<file path="src/rtl/gtxe2_chnl_rx_chbond_pkg.sv">
// Shared constants, state encoding and width helper for the GTXE2 RX
// channel-bonding (deskew) stage.
package gtxe2_chnl_rx_chbond_pkg;

  localparam logic [7:0] K28_3 = 8'h7C;
  localparam logic [7:0] K28_5 = 8'hBC;

  typedef enum logic [1:0] {
    IDLE    = 2'd0,
    HUNT    = 2'd1,
    ALIGNED = 2'd2
  } bond_state_e;

  // Never returns less than 1 so a degenerate MAX_SKEW still gives a legal vector.
  function automatic int clog2(input int value);
    int res;
    res = 0;
    for (int i = 0; i < 31; i++) begin
      if ((32'd1 << i) < value) res = i + 1;
    end
    return (res == 0) ? 1 : res;
  endfunction

endpackage

</file>
<file path="src/rtl/gtxe2_chnl_rx_chbond_lane.sv">
// One bonded lane: delay line of MAX_SKEW+1 taps, tap select, bond-character
// detection on both the raw input and the selected tap, and the output register.
module gtxe2_chnl_rx_chbond_lane
  import gtxe2_chnl_rx_chbond_pkg::*;
#(
  parameter int         BYTES     = 2,
  parameter int         MAX_SKEW  = 8,
  parameter logic [7:0] BOND_CHAR = K28_3,
  parameter int         SW        = 4
) (
  input  logic                 clk_i,
  input  logic                 rst_i,
  input  logic [BYTES*8-1:0]   data_i,
  input  logic [BYTES-1:0]     isk_i,
  input  logic [SW-1:0]        delay_i,
  output logic [BYTES*8-1:0]   data_o,
  output logic [BYTES-1:0]     isk_o,
  output logic                 detRaw_o,
  output logic                 detTap_o
);

  localparam int LW = BYTES * 8;
  localparam int WW = LW + BYTES;

  logic [WW-1:0] inWord;
  logic [WW-1:0] tapWord;
  logic [WW-1:0] outWord_q;
  logic [WW-1:0] hist_q [MAX_SKEW];

  assign inWord = {isk_i, data_i};

  // hist_q[k] holds the word sampled k+1 edges ago, i.e. tap(k+1).
  always_ff @(posedge clk_i or posedge rst_i) begin
    if (rst_i) begin
      for (int k = 0; k < MAX_SKEW; k++) hist_q[k] <= '0;
      outWord_q <= '0;
    end else begin
      hist_q[0] <= inWord;
      for (int k = 1; k < MAX_SKEW; k++) hist_q[k] <= hist_q[k-1];
      outWord_q <= tapWord;
    end
  end

  always_comb begin
    tapWord = inWord;
    for (int k = 1; k <= MAX_SKEW; k++) begin
      if (int'(delay_i) == k) tapWord = hist_q[k-1];
    end
  end

  // An unknown K flag or byte leaves the if condition false, so x never detects.
  always_comb begin
    detRaw_o = 1'b0;
    detTap_o = 1'b0;
    if (isk_i[0] && (data_i[7:0] == BOND_CHAR)) detRaw_o = 1'b1;
    if (tapWord[LW] && (tapWord[7:0] == BOND_CHAR)) detTap_o = 1'b1;
  end

  assign data_o = outWord_q[LW-1:0];
  assign isk_o  = outWord_q[WW-1:LW];

endmodule

</file>
<file path="src/rtl/gtxe2_chnl_rx_chbond.sv">
// Multi-lane RX channel bonding: hunts for the bond character on every lane,
// measures arrival skew and delays early lanes so all lanes leave word-aligned.
module gtxe2_chnl_rx_chbond
  import gtxe2_chnl_rx_chbond_pkg::*;
#(
  parameter int         LANES     = 4,
  parameter int         BYTES     = 2,
  parameter int         MAX_SKEW  = 8,
  parameter logic [7:0] BOND_CHAR = K28_3,
  localparam int        SW        = clog2(MAX_SKEW + 1)
) (
  input  logic                     clk,
  input  logic                     rst,
  input  logic                     bond_en,
  input  logic [LANES*BYTES*8-1:0] in_data,
  input  logic [LANES*BYTES-1:0]   in_isk,
  output logic [LANES*BYTES*8-1:0] out_data,
  output logic [LANES*BYTES-1:0]   out_isk,
  output logic                     bonded,
  output logic                     bond_err,
  output logic [LANES*SW-1:0]      lane_delay
);

  localparam int             LW        = BYTES * 8;
  localparam logic [SW-1:0]  MAX_CNT   = SW'(MAX_SKEW);
  localparam logic [LANES-1:0] ALL_LANES = '1;

  bond_state_e      state_q, state_d;
  logic [SW-1:0]    cnt_q, cnt_d;
  logic [SW-1:0]    arrival_q [LANES];
  logic [SW-1:0]    arrival_d [LANES];
  logic [SW-1:0]    delay_q [LANES];
  logic [SW-1:0]    delay_d [LANES];
  logic [LANES-1:0] seen_q, seen_d;
  logic             bonded_q, bonded_d;
  logic             bondErr_q, bondErr_d;
  logic [LANES-1:0] detRaw, detTap, newSeen;

  for (genvar i = 0; i < LANES; i++) begin : g_lane
    gtxe2_chnl_rx_chbond_lane #(
      .BYTES     (BYTES),
      .MAX_SKEW  (MAX_SKEW),
      .BOND_CHAR (BOND_CHAR),
      .SW        (SW)
    ) u_lane (
      .clk_i    (clk),
      .rst_i    (rst),
      .data_i   (in_data[i*LW +: LW]),
      .isk_i    (in_isk[i*BYTES +: BYTES]),
      .delay_i  (delay_q[i]),
      .data_o   (out_data[i*LW +: LW]),
      .isk_o    (out_isk[i*BYTES +: BYTES]),
      .detRaw_o (detRaw[i]),
      .detTap_o (detTap[i])
    );
    assign lane_delay[i*SW +: SW] = delay_q[i];
  end

  always_ff @(posedge clk or posedge rst) begin
    if (rst) begin
      state_q   <= IDLE;
      cnt_q     <= '0;
      arrival_q <= '{default: '0};
      delay_q   <= '{default: '0};
      seen_q    <= '0;
      bonded_q  <= 1'b0;
      bondErr_q <= 1'b0;
    end else begin
      state_q   <= state_d;
      cnt_q     <= cnt_d;
      arrival_q <= arrival_d;
      delay_q   <= delay_d;
      seen_q    <= seen_d;
      bonded_q  <= bonded_d;
      bondErr_q <= bondErr_d;
    end
  end

  // Hunting uses raw-input detection; supervision in ALIGNED uses the delayed taps.
  always_comb begin
    state_d   = state_q;
    cnt_d     = cnt_q;
    arrival_d = arrival_q;
    delay_d   = delay_q;
    seen_d    = seen_q;
    bonded_d  = bonded_q;
    bondErr_d = 1'b0;
    newSeen   = seen_q | detRaw;

    if (!bond_en) begin
      state_d  = IDLE;
      bonded_d = 1'b0;
      delay_d  = '{default: '0};
      seen_d   = '0;
      cnt_d    = '0;
    end else begin
      unique case (state_q)
        IDLE: begin
          bonded_d = 1'b0;
          delay_d  = '{default: '0};
          seen_d   = '0;
          cnt_d    = '0;
          state_d  = HUNT;
        end
        HUNT: begin
          for (int i = 0; i < LANES; i++) begin
            if (detRaw[i] && !seen_q[i]) arrival_d[i] = cnt_q;
          end
          seen_d = newSeen;
          if (newSeen == ALL_LANES) begin
            for (int i = 0; i < LANES; i++) delay_d[i] = cnt_q - arrival_d[i];
            bonded_d = 1'b1;
            state_d  = ALIGNED;
            seen_d   = '0;
            cnt_d    = '0;
          end else if ((seen_q != '0) && (cnt_q == MAX_CNT)) begin
            bondErr_d = 1'b1;
            seen_d    = '0;
            cnt_d     = '0;
          end else if ((newSeen != '0) && (cnt_q < MAX_CNT)) begin
            cnt_d = cnt_q + 1'b1;
          end
        end
        ALIGNED: begin
          if ((detTap != '0) && (detTap != ALL_LANES)) begin
            bondErr_d = 1'b1;
            bonded_d  = 1'b0;
            state_d   = HUNT;
            seen_d    = '0;
            cnt_d     = '0;
          end
        end
        default: state_d = IDLE;
      endcase
    end
  end

  assign bonded   = bonded_q;
  assign bond_err = bondErr_q;

endmodule

</file>
<file path="config.mk">
export PLATFORM = sky130hd
export DESIGN_NAME = gtxe2_chnl_rx_chbond
export DESIGN_NICKNAME = d
export VERILOG_FILES = /design/src/rtl/gtxe2_chnl_rx_chbond_pkg.sv /design/src/rtl/gtxe2_chnl_rx_chbond_lane.sv /design/src/rtl/gtxe2_chnl_rx_chbond.sv
export SDC_FILE = /design/constraint.sdc
export NUM_CORES = 1
export LEC_CHECK = 0
export CAP_MARGIN = 20
export CORE_ASPECT_RATIO = 0.6
export CORE_MARGIN = 3
export CORE_UTILIZATION = 40
export CTS_CLUSTER_DIAMETER = 50
export DETAILED_ROUTE_END_ITERATION = 8
export SLEW_MARGIN = 20
export SYNTH_ARGS = -nofsm -noshare
export SYNTH_HDL_FRONTEND = slang
export SYNTH_HIERARCHICAL = 1
export SYNTH_SLANG_ARGS = --single-unit
</file>
<file path="constraint.sdc">
create_clock -name clk -period 5.54 [get_ports clk]
set_clock_uncertainty 0.2 [all_clocks]
set_input_delay 1.385 -clock clk [delete_from_list [all_inputs] [get_ports clk]]
set_output_delay 1.385 -clock clk [all_outputs]
set_load 0.005 [all_outputs]
</file>
After elaboration in Yosys (flattened, before gate mapping)
Index checks and enable logic that the tools add are counted.
Widths: inputs -> output; s select.
{ "totals": {"regBits": 692, "input_bits": 75, "out_inout_bits": 90, "elab_cells": 213} }
{ "classes": {"add_sub_neg": 5, "n_lt_le_gt_ge": 1, "eq_ne": 50, "n_mux": 78, "bitwise": 1, "n_reduce_logical": 29} }
{ "ops": {"columns": ["operator", "n"], "rows": [
  ["$mux 18", 32],
  ["$eq 4x4->1 const B", 22],
  ["$mux 4", 20],
  ["$eq 8x7->1 const B", 8],
  ["$eq 4x3->1 const B", 8],
  ["$mux 16", 2],
  ["$pmux 16 s2", 1],
  ["$pmux 4 s3", 2],
  ["$eq 4x2->1 const B", 4],
  ["$sub 4x4->4", 4],
  ["$logic_and 1x1->1", 15],
  ["$mux 1", 15],
  ["$reduce_bool 4->1", 3],
  ["$reduce_and 2->1", 4],
  ["$mux 2", 3],
  ["$ne 3x3->1 const B", 2],
  ["$pmux 2 s3", 1],
  ["$reduce_and 3->1", 2],
  ["$ne 5x5->1 const B", 1],
  ["$add 4x1->4 const B", 1],
  ["$logic_not 1->1", 4],
  ["$lt 4x4->1 const B", 1],
  ["$ne 4x1->1 const B", 1],
  ["$ne 4x4->1 const B", 1],
  ["7 further kinds", 7]
]} }

Logic depth before layout (Yosys ltp)
Gate-level depths: netlist of run 1.
{ "depth": {"depth_word": 17, "mapped_depth": 14} }

By module
Netlist of run 1, hierarchy kept.
{ "modules_own_cells": {"columns": ["mod", "instances", "cells_per_inst", "area_each_um2", "seq_area_each_um2"], "rows": [
  ["gtxe2_chnl_rx_chbond_lane", 4, 458, 5992.0, 4053.9],
  ["gtxe2_chnl_rx_chbond", 1, 242, 2575.0, 1101.1]
]} }

Worst setup path after synthesis of run 1
OpenSTA, ideal clock, no wires.
{ "synth_path": {"kind": "input to register", "start": "input in_data[2]", "end": "register delay_q (netlist bit lane_delay[1])", "arrival_ns": 3.494, "required_time_ns": 5.219, "path_slack_ns": 1.725, "cell_stages": 9, "n_path_buf": 1, "cell_sequence": "nand4_1 nor4_1 nor2b_1 clkbuf_1 mux2_2 ha_1 inv_1 fa_1 a22o_1"} }
{ "synth_via": {"elab_chain_cells": 11, "word_cells_on_any_way": 15, "classes_between": "add/sub: 1; eq/ne: 3; mux: 7; bitwise: 1; reduce/logical: 3"} }
{ "synth_lines": {"columns": ["item", "line_no", "rtl"], "rows": [
  ["start, declared", "gtxe2_chnl_rx_chbond.sv:15", "input logic [LANES*BYTES*8-1:0] in_data,"],
  ["$eq 8x7->1 (*)", "gtxe2_chnl_rx_chbond_lane.sv:55", "if (isk_i[0] && (data_i[7:0] == BOND_CHAR)) detRaw_o = 1'b1;"],
  ["$logic_and 1x1->1 (*)", "gtxe2_chnl_rx_chbond_lane.sv:55", null],
  ["$mux 1 (*)", "gtxe2_chnl_rx_chbond_lane.sv:55", null],
  ["via detRaw[0]", "gtxe2_chnl_rx_chbond.sv:37", "logic [LANES-1:0] detRaw, detTap, newSeen;"],
  ["$logic_and 1x1->1", "gtxe2_chnl_rx_chbond.sv:107", "if (detRaw[i] && !seen_q[i]) arrival_d[i] = cnt_q;"],
  ["$mux 4", "gtxe2_chnl_rx_chbond.sv:107", null],
  ["$mux 4", "gtxe2_chnl_rx_chbond.sv:97", "unique case (state_q)"],
  ["$mux 4", "gtxe2_chnl_rx_chbond.sv:90", "if (!bond_en) begin"],
  ["$sub 4x4->4", "gtxe2_chnl_rx_chbond.sv:111", "for (int i = 0; i < LANES; i++) delay_d[i] = cnt_q - arrival_d[i];"],
  ["$mux 16", "gtxe2_chnl_rx_chbond.sv:110", "if (newSeen == ALL_LANES) begin"],
  ["$pmux 16 s2", "gtxe2_chnl_rx_chbond.sv:97", null],
  ["$mux 16", "gtxe2_chnl_rx_chbond.sv:90", null],
  ["end signal, assigned", "gtxe2_chnl_rx_chbond.sv:72", "delay_q <= delay_d;"],
  ["end, declared", "gtxe2_chnl_rx_chbond.sv:32", "logic [SW-1:0] delay_q [LANES];"]
]} }
The timed path passes the listed nets; every way through them passes the cells marked *. The select of a mux whose other input is x is not followed.
A chain may end at the register's enable or synchronous reset.

Worst setup path after layout of run 1
{ "layout_path": {"start": "register delay_q (netlist bit lane_delay[13])", "end": "register seen_q[3]"} }
{ "layout_via": {"elab_chain_cells": 16, "word_cells_on_any_way": 24, "classes_between": "eq/ne: 11; mux: 9; reduce/logical: 4"} }
{ "layout_lines": {"columns": ["item", "line_no", "rtl"], "rows": [
  ["$eq 4x2->1", "gtxe2_chnl_rx_chbond_lane.sv:47", "if (int'(delay_i) == k) tapWord = hist_q[k-1];"],
  ["$mux 18 (7 in series)", "gtxe2_chnl_rx_chbond_lane.sv:47", null],
  ["$mux 18 (*)", "gtxe2_chnl_rx_chbond_lane.sv:47", null],
  ["via g_lane[3].u_lane.tapWord[7]", "gtxe2_chnl_rx_chbond_lane.sv:26", "logic [WW-1:0] tapWord;"],
  ["$eq 8x7->1 (*)", "gtxe2_chnl_rx_chbond_lane.sv:56", "if (tapWord[LW] && (tapWord[7:0] == BOND_CHAR)) detTap_o = 1'b1;"],
  ["$logic_and 1x1->1 (*)", "gtxe2_chnl_rx_chbond_lane.sv:56", null],
  ["$mux 1 (*)", "gtxe2_chnl_rx_chbond_lane.sv:56", null],
  ["via detTap[3]", "gtxe2_chnl_rx_chbond.sv:37", null],
  ["$ne 4x4->1 or $reduce_bool 4->1 (tied branches)", "gtxe2_chnl_rx_chbond.sv:125", "if ((detTap != '0) && (detTap != ALL_LANES)) begin"],
  ["$logic_and 1x1->1 (*)", "gtxe2_chnl_rx_chbond.sv:125", null],
  ["$ne 3x3->1 (no line) (*)", null, null],
  ["$reduce_and 2->1 (no line) (*)", null, null],
  ["end signal, assigned", "gtxe2_chnl_rx_chbond.sv:73", "seen_q <= seen_d;"],
  ["end, declared", "gtxe2_chnl_rx_chbond.sv:34", "logic [LANES-1:0] seen_q, seen_d;"]
]} }
The timed path passes the listed nets; every way through them passes the cells marked *.

==> run metrics, run 1 <==
core box area=between 60000 and 70000 um^2; Vias=approximately 18000; async set-reset flop share out of synthesis=1.000; power per standard cell area=336.0 nW/um^2; Fmax=233.9 MHz; wire per inst=between 20 and 25 um; all-layer global routing usage=0.1972; setup tns final=0 ns; Post-synth EDFFs=0; Leak=12.95 nW; total CTS buffers=68; # rows=a little over 70; DP HPWL=44310 um; initial DRC count=~1500; most frequent cells in the layout=688 x dfrtp_1, 214 x o21ai_0, 164 x clkdlybuf4s50_1, 128 x nand2_1, 95 x a21oi_1; initial antenna violation count=0; hold crit path type=register to register; Reg2Reg Depth=13; placed cells=3053; share of Yosys cell area claimed by the top area cell type=0.6524; post-synthesis sequential area ratio=0.6524; Synth cell types=74; Critical Path End Type=register; RSZ-0062 raised after global routing=false; Max Root-Sink Buffers=3; Via-to-Cell Ratio=5.658; Total Wirelength=approximately 68000 um; critical-path cell list=buf_4 > nor4b_2 > buf_4 > a22oi_1 > o21ai_0 > a31o_2 > nand3b_1 > nor4b_2 > or4_4 > nand2_4 > a31o_4 > nor2_1 > nor2_1; top post-synthesis cells by area=dfrtp_1 65%, o21ai_0 4.0%, a22o_1 3.0%, mux2_2 2.0%, nand2_1 1.8%; Syn Nets=2171; CP Launch Type=register; IO Port Bufs=164; Layout area overhead=18.22%; CTS resizes=0; root buf cell=clkbuf_16; outcome=completed; Die H=205.5 um; Max-Cap Viols=0; largest stage delay on the critical path=roughly 0.8 ns; hold_sp=g_lane[1].u_lane/hist_q[122]$_DFF_PP0_; first-pass GRT wire length=109200 um; Hold Buf Count CTS=0; final count of pins violating max slew=0; total power=10.54 mW; commonest non-fill, non-tap cell in the layout=dfrtp_1; Hold Path Cell Cnt=0; CP required=a little under 6 ns; # setup viols final=0; Util after Layout=0.4825; CTS clk-pin slew, worst paths=0.06 ns; Sink Count=692; worst skew pair latency=0.62 ns; CP max FO=18; post-synthesis cell area=26540 um^2; share of layout cells above drive strength 1=0.1261; Tcrit/Tclk final=0.7716; vias in the first global route=18450; cell taking the most area after synthesis=dfrtp_1; Worst Hold End=g_lane[1].u_lane/hist_q[104]$_DFF_PP0_; Die Area=69590 um^2; fillcell total=5773; Peak VDD IR=0.0001949 V; CP Class=register to register; effective utilization at floorplan=0.4081; GRT overflow=0; ANT nets after route=0; drt first pass iters=8; Main synth FF type=dfrtp_1; antenna cells=0; Syn. warnings=6; DR DRC count=0; H-tree levels=3; #FFs+latches synth=slightly below 700; Max stage delay cell, worst path=dfrtp_1; TritonCTS clock tree=yes; Finished Layout Cells=3172; Final Hold Viols=0; Setup Buffers After CTS=0; worst reg2reg setup slack=1.27 ns; FF-to-FF End=seen_q[3]$_DFFE_PP0P_; min cycle time layout=~4.3 ns; Cells after Synth=2074; Mean Syn Cell Area=12.80 um^2; r2r startpoint=lane_delay[13]$_DFFE_PP0P_; WP data arrival=roughly 4.6 ns; Worst Tran Pin Value=1.013 ns; DIE WIDTH=338.6 um; Top Ports=165; final layout net count=2333; Slew headroom=0.3246; largest net degree at the start of global routing=95; Placer Congestion=0.8426
[per-layer routing]
| metal | part of all wire | global-route usage | up-vias |
|---|---|---|---|
| met4 | 0.019 | 0.05224 | 0 |
| li1 | - | - | 7997 |
| met2 | 0.43 | 0.2839 | 574 |
| met1 | 0.49 | 0.3045 | 9273 |
| met3 | 0.059 | 0.03719 | 104 |
| met5 | 0 | 0 | - |
[cells in the mapped netlist (all sizes together), types with 7 or more instances]
library cell / number
a21o: 20
a221oi: 48
a22oi: 8
o21a: 12
dfrtp: 692
nand3b: 16
mux2i: 34
clkbuf: 66
o31ai: 12
nor2: 80
inv: 34
nand2b: 31
a222oi: 44
ha: 18
xnor2: 7
a21oi: 99
and2b: 8
a22o: 92
mux2: 53
a2bb2oi: 16
nor4: 15
o22ai: 34
o2bb2ai: 15
nand3: 9
o211ai: 12
o21ai: 225
buf: 69
nor4b: 8
o221ai: 8
nor2b: 33
nor3: 24
and3: 9
nand2: 129
or2: 7
[kinds of logic after synthesis]
logic type,after synthesis,share of synthesized area
and+or+nand+nor,396,0.08075
buffers and inverters,170,0.03205
DFF,692,0.6524
xor gates and xnor gates,13,0.004290
AOI/OAI and AO/OA,694,0.1829
muxes,87,0.03616
adders and majority gates,22,0.01150
[critical path: cells and delay by family, from the launching register on]
family                 cells  cell delay, ns
AOI/OAI and AO/OA          4            0.98
and+or+nand+nor            7            1.54
DFF                        1            0.82
buffers and inverters      2            0.61
[state kept, by name (all words and copies together), names as in the netlist]
name	flops
arrival_q	16
bond_err	1
seen_q	4
g_lane.u_lane/outWord_q	72
bonded	1
g_lane.u_lane/hist_q	576
cnt_q	4
state_q	2
lane_delay	16
[power by group]
group / internal, mW / switching (mW) / total, mW
sequential: 5.30 / 0.129 / 5.43
clock: 2.61 / 1.97 / 4.58
combinational: 0.230 / 0.309 / 0.539
[metrics by stage]
stage	setup WS, ns	hold slack [ns]	cell area [um^2]
CTS	1.286	0.1565	31360
global placement	0.7702	0.1492	29160
global route	1.006	0.1696	31380
detailed placement	0.7823	0.1509	29170
finish	1.265	0.1611	31380
floorplan	1.725	0.1461	26560
[worst max-delay path by stage]
stage,startpoint,end,slack [ns],cells after the start
6_report,lane_delay[13]$_DFFE_PP0P_,seen_q[3]$_DFFE_PP0P_,1.27,13
5_1_grt,lane_delay[4]$_DFFE_PP0P_,seen_q[1]$_DFFE_PP0P_,1.01,11
4_1_cts,lane_delay[0]$_DFFE_PP0P_,seen_q[3]$_DFFE_PP0P_,1.29,11
3_5_place_dp,in_data[38],seen_q[3]$_DFFE_PP0P_,0.78,11
3_3_place_gp,in_data[6],seen_q[3]$_DFFE_PP0P_,0.77,11
2_1_floorplan,in_data[2],lane_delay[1]$_DFFE_PP0P_,1.73,9
[layout make-up]
cell class / count / area, um^2 / area share
Inverter: 35 / 146.4 / 0.004665
Sequential cell: 692 / 17320 / 0.5520
Multi-Input combinational cell: 1212 / 8394 / 0.2675
Tap cell: 888 / 1111 / 0.03541
Timing Repair Buffer: 227 / 2215 / 0.07057
Clock inverter: 22 / 201.4 / 0.006419
Clock buffer: 96 / 1991 / 0.06344
Note: power is estimated with default switching activity, not from simulation.
==> inputs of run 2 (changes only) <==
==> constraint.sdc (replaced) <==
create_clock -name clk -period 3.99 [get_ports clk]
set_clock_uncertainty 0.2 [all_clocks]
set_input_delay 0.9975 -clock clk [delete_from_list [all_inputs] [get_ports clk]]
set_output_delay 0.9975 -clock clk [all_outputs]
set_load 0.005 [all_outputs]
==> run metrics, run 2 (synthesis results as in run 1) <==
final count of pins violating max slew=0 (unchanged); all-layer global routing usage=0.2008 (was 0.1972); Critical Path End Type=register (unchanged); Top Ports=165 (unchanged); Total Wirelength=69400 um (was 67910 um); # rows=72 (unchanged); M3 GR Usage=0.04051 (was 0.03719); placed cells=3171 (was 3053); Logic pwr share=0.054 (was 0.051); Setup WS pre-CTS=-0.2371 ns (was 0.7823 ns); outcome=completed (unchanged); GRT overflow=0 (unchanged); setup ws final=0.1644 ns (was 1.265 ns); Global Route met1 Usage=0.3067 (was 0.3045); Hold Buf Count CTS=0 (unchanged); total CTS buffers=69 (was 68); Sink Count=692 (unchanged); GRT Max-Usage Layer=met1 (unchanged); CP Launch Type=register (unchanged); ANT nets after route=0 (unchanged); Worst Tran Pin Value=0.8375 ns (was 1.013 ns); core box area=65040 um^2 (unchanged); share of layout cells above drive strength 1=0.1734 (was 0.1261); total power=14.90 mW (was 10.54 mW); TritonCTS clock tree=yes (unchanged); Fmax=261.4 MHz (was 233.9 MHz); DIE WIDTH=338.6 um (unchanged); Most flops, register=g_lane.u_lane/hist_q (unchanged); Post-DP Area=30160 um^2 (was 29170 um^2); CP max FO=13 (was 18); final layout net count=2451 (was 2333); Setup Buffers After CTS=0 (unchanged); post-route cell area=32480 um^2 (was 31380 um^2); IO Port Bufs=164 (unchanged); effective utilization at floorplan=0.4081 (unchanged); sw power=3.413 mW (was 2.405 mW); DR DRC count=0 (unchanged); Internal=11.49 mW (was 8.140 mW); commonest non-fill, non-tap cell in the layout=dfrtp_1 (unchanged); first-pass GRT wire length=111100 um (was 109200 um); Die Area=69590 um^2 (unchanged); Reg power frac=0.506 (was 0.515); CP Class=register to register (unchanged); root buf cell=clkbuf_16 (unchanged); antenna cells=0 (unchanged); worst skew pair latency=0.61 ns (was 0.62 ns); initial antenna violation count=2 (was 0); Final Hold Viols=0 (unchanged); Vias=18402 (was 17948); CTS clk-pin slew, worst paths=0.07 ns (was 0.06 ns); DP HPWL=47690 um (was 44310 um); Slew headroom=0.4399 (was 0.3246); min cycle time layout=3.826 ns (was 4.275 ns); GR Util met2=0.2937 (was 0.2839); wire per inst=21.04 um (was 21.41 um); Leak=13.59 nW (was 12.95 nW); Layout area overhead=22.36% (was 18.22%); Via-to-Cell Ratio=5.580 (was 5.658); Clk pwr share=0.440 (was 0.434); largest net degree at the start of global routing=55 (was 95); max reg flops=576 (unchanged); Die H=205.5 um (unchanged); H-tree levels=3 (unchanged); CTS resizes=0 (unchanged); Tcrit/Tclk final=0.9588 (was 0.7716); CP required=4.28 ns (was 5.82 ns); Max-Cap Viols=0 (unchanged); Peak VDD IR=0.0002845 V (was 0.0001949 V); power per standard cell area=458.9 nW/um^2 (was 336.0 nW/um^2); vias in the first global route=19086 (was 18450); Placer Congestion=0.8407 (was 0.8426); # setup viols final=0 (unchanged); Finished Layout Cells=3298 (was 3172); Max Root-Sink Buffers=3 (unchanged); drt first pass iters=6 (was 8); setup tns final=0 ns (unchanged); WP data arrival=4.12 ns (was 4.56 ns); most frequent cells in the layout=681 x dfrtp_1, 214 x o21ai_0, 164 x buf_4, 164 x clkdlybuf4s50_1, 128 x nand2_1 (was 688 x dfrtp_1, 214 x o21ai_0, 164 x clkdlybuf4s50_1, 128 x nand2_1, 95 x a21oi_1); switching share of power=0.2290 (was 0.2280); Largest regs=g_lane.u_lane/hist_q (576), g_lane.u_lane/outWord_q (72) (unchanged); hold crit path type=register to register (unchanged); initial DRC count=1724 (was 1513); RSZ-0062 raised after global routing=false (unchanged)
==> run 2: routing by layer <==
metal,routed length (um),vias up
met2,30320,579
met4,1109,0
li1,-,8237
met1,33760,9504
met3,4213,82
met5,0,-
==> run 2: cell type report <==
type / instances / area [um^2]
clock buffers: 104 / 2051
clock inverters: 23 / 226.5
fillers: 5673 / 32560
inverters: 35 / 146.4
multi-input cells: 1212 / 8418
flip-flops and latches: 692 / 17330
well taps: 888 / 1111
repair buffers: 344 / 3193
==> run 2: stage by stage <==
step	util	hold WS, ns
after floorplan	-	0.1461
after global placement	0.4637	0.1497
after detailed placement	0.4637	0.1509
after CTS	0.4987	0.1488
after global routing	0.4993	0.1645
final	0.4993	0.1595
==> run 2: power groups by stage <==
stage / Clock [mW] / Combinational [mW] / Sequential (mW)
6_report: 6.56 / 0.807 / 7.54
5_1_grt: 7.04 / 0.890 / 7.57
4_1_cts: 6.73 / 0.819 / 7.54
3_5_place_dp: 0 / 0.813 / 7.66
3_3_place_gp: 0 / 0.793 / 7.65
2_1_floorplan: 0 / 0.421 / 7.61
==> run 2: worst paths after layout <==
kind	startpoint	end	slack (ns)	cells after the start
max in group asynchronous	rst	g_lane[1].u_lane/hist_q[63]$_DFF_PP0_	2.04	5
worst min register to register	g_lane[2].u_lane/hist_q[140]$_DFF_PP0_	g_lane[2].u_lane/hist_q[122]$_DFF_PP0_	0.16	0
worst min-delay path	g_lane[2].u_lane/hist_q[140]$_DFF_PP0_	g_lane[2].u_lane/hist_q[122]$_DFF_PP0_	0.16	0
min in group asynchronous	rst	g_lane[3].u_lane/hist_q[96]$_DFF_PP0_	0.68	3
worst max-delay path	lane_delay[7]$_DFFE_PP0P_	cnt_q[1]$_DFFE_PP0P_	0.16	13
worst max register to register	lane_delay[7]$_DFFE_PP0P_	cnt_q[1]$_DFFE_PP0P_	0.16	13
==> run 2: critical path: stages, from the launching register on <==
cell and delay, ns:
dfrtp_1 0.57, buf_4 0.27, or4b_4 0.54, o22a_1 0.21
o221ai_2 0.07, a21oi_2 0.12, a311o_1 0.37, nor4b_4 0.35
buf_4 0.17, or4_4 0.13, nand2_4 0.07, a31oi_4 0.32
o41ai_2 0.15, o2bb2ai_1 0.14
